===== config.mk =====
export PLATFORM = sky130hd
export DESIGN_NAME = fir_mac_engine
export DESIGN_NICKNAME = d
export VERILOG_FILES = /design/src/rtl/fir_mac_engine.sv
export SDC_FILE = /design/constraint.sdc
export NUM_CORES = 1
export LEC_CHECK = 0
export CORE_MARGIN = 10
export CORE_UTILIZATION = 60
export DETAILED_ROUTE_END_ITERATION = 12
export PLACE_DENSITY = 0.78
export SETUP_SLACK_MARGIN = 0.05
export SLEW_MARGIN = 25
export SYNTH_ARGS = -nofsm -noshare
export SYNTH_HDL_FRONTEND = slang
export SYNTH_SLANG_ARGS = --single-unit

===== constraint.sdc =====
create_clock -name clk -period 8 [get_ports clk]
set_clock_uncertainty 0.1 [all_clocks]
set_input_delay 1.6 -clock clk [delete_from_list [all_inputs] [get_ports clk]]
set_output_delay 1.6 -clock clk [all_outputs]
set_load 0.01 [all_outputs]

===== src/rtl/fir_mac_engine.sv =====
// fir_mac_engine: serial multiply-accumulate FIR between the I2S ADC and DAC data ports.
// Ports:
//   clk, reset            clock and synchronous active-high reset
//   adcData/adcDataValid  signed input sample with one-cycle valid pulse
//   dacData/dacDataValid  signed filtered sample with one-cycle update pulse
//   coeffWrite/coeffAddr/coeffData  coefficient bank write port (accepted only when idle)
//   coeffReady, busy      idle / computing status
//   overrun               one-cycle pulse when a sample arrives while busy and is dropped
module fir_mac_engine #(
    parameter int DataWidth  = 12,
    parameter int Taps       = 8,
    parameter int CoeffWidth = 8,
    parameter int CoeffShift = 6
) (
    input  logic                          clk,
    input  logic                          reset,
    input  logic signed [DataWidth-1:0]   adcData,
    input  logic                          adcDataValid,
    output logic signed [DataWidth-1:0]   dacData,
    output logic                          dacDataValid,
    input  logic                          coeffWrite,
    input  logic [$clog2(Taps)-1:0]       coeffAddr,
    input  logic signed [CoeffWidth-1:0]  coeffData,
    output logic                          coeffReady,
    output logic                          busy,
    output logic                          overrun
);
    localparam int PtrWidth  = $clog2(Taps);
    localparam int ProdWidth = DataWidth + CoeffWidth;
    localparam int AccWidth  = DataWidth + CoeffWidth + PtrWidth;
    localparam logic signed [AccWidth-1:0] MaxVal = AccWidth'((1 << (DataWidth - 1)) - 1);
    localparam logic signed [AccWidth-1:0] MinVal = ~MaxVal;

    typedef enum logic [1:0] {IDLE, MAC, OUT} stateType;

    stateType                     state, nextState;
    logic signed [DataWidth-1:0]  hist  [Taps];
    logic signed [CoeffWidth-1:0] coeff [Taps];
    logic [PtrWidth-1:0]          wrPtr, k, histIdx;
    logic signed [AccWidth-1:0]   acc, prodExt, shifted;
    logic signed [ProdWidth-1:0]  product;
    logic signed [DataWidth-1:0]  satData;
    logic                         lastTap;

    assign busy       = (state != IDLE);
    assign coeffReady = !busy;
    assign lastTap    = (k == PtrWidth'(Taps - 1));

    // Newest sample sits at wrPtr, so tap k reaches back k samples; the
    // pointer width makes the subtraction wrap modulo Taps.
    assign histIdx = wrPtr - k;
    assign product = ProdWidth'(coeff[k]) * ProdWidth'(hist[histIdx]);
    assign prodExt = AccWidth'(product);
    assign shifted = acc >>> CoeffShift;
    assign satData = (shifted > MaxVal) ? MaxVal[DataWidth-1:0] :
                     (shifted < MinVal) ? MinVal[DataWidth-1:0] : shifted[DataWidth-1:0];

    always_ff @(posedge clk) begin
        if (reset)
            state <= IDLE;
        else
            state <= nextState;
    end

    always_comb begin
        nextState = state;
        if (state == IDLE && adcDataValid)
            nextState = MAC;
        else if (state == MAC && lastTap)
            nextState = OUT;
        else if (state == OUT)
            nextState = IDLE;
    end

    always_ff @(posedge clk) begin
        if (reset) begin
            for (int i = 0; i < Taps; i++) begin
                hist[i]  <= '0;
                coeff[i] <= (i == 0) ? CoeffWidth'(1 << CoeffShift) : '0;
            end
            wrPtr        <= '0;
            k            <= '0;
            acc          <= '0;
            dacData      <= '0;
            dacDataValid <= 1'b0;
            overrun      <= 1'b0;
        end else begin
            dacDataValid <= 1'b0;
            overrun      <= adcDataValid && busy;
            case (state)
                IDLE: begin
                    if (adcDataValid) begin
                        hist[wrPtr] <= adcData;
                        acc         <= '0;
                        k           <= '0;
                    end
                    if (coeffWrite)
                        coeff[coeffAddr] <= coeffData;
                end
                MAC: begin
                    acc <= acc + prodExt;
                    k   <= k + 1'b1;
                    if (lastTap)
                        wrPtr <= wrPtr + 1'b1;
                end
                OUT: begin
                    dacData      <= satData;
                    dacDataValid <= 1'b1;
                end
                default: ;
            endcase
        end
    end
endmodule


==> summary.md <==
| Metric | Value |
|---|---|
| Status | `finished, final reports clean` |
| Final core occ | `0.6756` |
| HP Start | `dacData[10]` |
| Top cell family by delay on the critical path | `adder cells` |
| Die X-Extent | `171.2 um` |
| FF-to-FF Start | `wrPtr[0]` |
| Final Critical Period | `7.332 ns` |
| CTS sink cnt | `208` |
| Reg2reg setup slack | `~0.67 ns` |
| Commonest non-fill, non-tap cell in the layout | `edfxtp_1` |
| MaxCap Viol Count | `0` |
| Row count | `55` |
| Area of the multi-input gates | `7296 um2` |
| Hold WS | `0.3523 ns` |
| Drt via density | `between 5 and 6` |
| Die area | `29300 um2` |
| Setup ws final | `0.6679 ns` |
| Nets | `1377` |
| Layout area overhead | `11.22%` |
| DR pass1 iterations | `5` |
| Peak VDD IR | `0.2666 mV` |
| Highest Clock Rate | `136.4 MHz` |
| Slew Limit Fails | `0` |
| Initial DRC Count | `498` |
| CTS tree | `done` |
| Worst-path clk slew | `~0.060 ns` |
| Max FO, Critical Path | `8` |
| Setup TNS | `0 ns` |
| Int Pwr | `~3.0 mW` |
| Syn Std Cell Area | `13710 um2` |
| FILL cells | `1612` |
| Fin area | `15250 um2` |
| RePlAce Congestion | `around 0.83` |
| Rel. slew slack | `0.2845` |
| Top_reg_cell synth | `edfxtp_1` |
| Flop pwr share | `0.253` |
| Die height | `171.2 um` |
| Synthesis-stage register bit count | `208` |
| GR Util All Layers | `0.2144` |
| Pre-CTS WS | `0.6266 ns` |
| Crit path arrival time | `approximately 7.6 ns` |
| Layout cells sized above 1 | `0.1378` |
| Mapped Cells | `1127` |
| Critical path startpoint category | `flip-flop` |
| Placed inst area | `approximately 15000 um2` |
| RSZ-0062 raised after global routing | `false` |
| Core ar. | `22570 um2` |
| Switching part of the total | `0.4025` |
| Netlist cell types | `55` |
| Logic pwr share | `0.540` |
| Final WL | `30130 um` |
| Critical path class | `flip-flop to flip-flop` |
| Avg Cell Area, Syn | `about 12 um2` |
| First-pass GRT wire length | `49360 um` |
| Final Hold Viols | `0` |
| CTS Buffer Depth | `3` |
| Initial antenna violation count | `0` |
| Post-Syn Nets | `1323` |
| Post-CTS resize count | `0` |
| Leakage power | `6.269 nW` |
| GR Overflow Total | `0` |
| Tcrit/Tclk final | `0.9165` |
| Root buf cell | `clkbuf_16` |
| Min-Delay Path Class | `flip-flop to flip-flop` |
| Post-CTS Setup Bufs | `0` |
| Setup violations, final | `0` |
| Inst Count DP | `1441` |
| Post-synth EDFFs | `160` |
| ANT cells | `0` |
| Slew @ Worst Pin | `between 1 and 1.5 ns` |
| Sequential area share after synthesis | `0.4205` |
| Worst stage delay on the critical path | `0.55 ns` |
| Storage cell area | `5766 um2` |
| Crit. End Element | `flip-flop` |
| H-tree lvl count | `1` |
| Vias | `8582` |
| Final Total Pwr | `5.020 mW` |
| Synth Warn # | `0` |
| Most frequent cells in the layout | `160 x edfxtp_1, 159 x and2_1, 122 x inv_1` |
| Worst path bufs/invs | `6` |
| Vias in the first global route | `9194` |
| Share of flip-flops with an asynchronous set or reset | `0` |
| Hpwl dp | `about 22000 um` |
| CP most frequent cell | `fa_1` |
| DRC | `0` |
| Worst-skew pair later-pin latency | `0.53 ns` |
| Slowest CP cell | `fa_1` |
| Power Dens Cells | `approximately 330 nW/um2` |
| Num CTS Buffers | `23` |
| Post-route ant nets | `0` |
| Wire per inst | `~20 um` |
| Hold Buf Count CTS | `0` |
| Start point of the critical path | `wrPtr[0]` |
| Switch Pwr | `2.021 mW` |
| Port Buffers | `42` |
| Final std cells w/o fill | `1482` |
| Initial Util | `0.6074` |
| Largest net degree at the start of global routing | `38` |
| # IOs | `43` |
| Clock Power Share | `0.207` |
| Critical Path RT | `8.31 ns` |
[registers in the layout (all words and copies together), names as in the netlist, named ones only]
| name | count |
|---|---|
| wrPtr | 3 |
| overrun | 1 |
| state | 2 |
| acc | 23 |
| dacData | 12 |
| dacDataValid | 1 |
| hist | 96 |
| k | 3 |
| coeff | 64 |
[cell type report]
type,instances,share of cell area
Inverter,122,0.03003
Clock inverter,14,0.009272
Timing Repair Buffer,72,0.04201
Multi-Input combinational cell,754,0.4785
Tap cell,285,0.02339
Sequential cell,208,0.3781
Clock buffer,27,0.03873
[final timing paths]
| kind | end | depth (start not counted) |
|---|---|---|
| max reg2reg | acc[21] | 25 |
| min reg2reg | dacData[10] | 2 |
| min | dacData[10] | 2 |
| max | acc[21] | 25 |
[kinds of logic (layout without fill, tap and decap cells)]
logic type / after synthesis / after routing / synth area share
and+or+nand+nor: 402 / 402 / 0.1576
DFF: 208 / 208 / 0.4205
adders and majority gates: 169 / 169 / 0.2161
buffers and inverters: 165 / 235 / 0.04800
AOI/OAI and AO/OA: 105 / 105 / 0.05165
muxes: 63 / 63 / 0.09281
xor gates and xnor gates: 15 / 15 / 0.01332
[tightest hold or removal path: cells and delay by family (launching register included)]
kind	cells	cell delay [ns]
flops	1	0.31
simple gates	1	0.05
compound gates	1	0.05
[cells in the mapped netlist (14+ instances only)]
| cell | number | area, um2 |
|---|---|---|
| a21oi_1 | 28 | 140.1 |
| and2_1 | 159 | 994.7 |
| clkbuf_1 | 26 | 97.59 |
| dfxtp_1 | 48 | 960.9 |
| edfxtp_1 | 160 | 4805 |
| fa_1 | 113 | 2262 |
| ha_1 | 56 | 700.7 |
| inv_1 | 122 | 457.9 |
| mux4_2 | 40 | 900.9 |
| nand2_1 | 35 | 131.4 |
| nor2_1 | 103 | 386.6 |
| o211ai_1 | 14 | 105.1 |
| o21ai_0 | 16 | 80.08 |
| or2_2 | 43 | 269.0 |
[power by group through the flow]
| stage | registers (mW) | logic, mW | clock network [mW] |
|---|---|---|---|
| 6_report | 1.27 | 2.71 | 1.04 |
| 5_1_grt | 1.28 | 3.12 | 1.09 |
| 4_1_cts | 1.27 | 2.71 | 1.05 |
| 3_5_place_dp | 1.29 | 2.70 | 0 |
| 3_3_place_gp | 1.29 | 2.61 | 0 |
| 2_1_floorplan | 1.27 | 2.11 | 0 |
[per-layer routing]
metal / up-vias / track usage / wire [um]
li1: 3926 / - / -
met1: 4318 / 0.2753 / 12650
met2: 273 / 0.3727 / 15020
met3: 65 / 0.02834 / 1644
met4: 0 / 0.06125 / 822
met5: - / 0 / 0
Power figures use the tool's default switching activity.
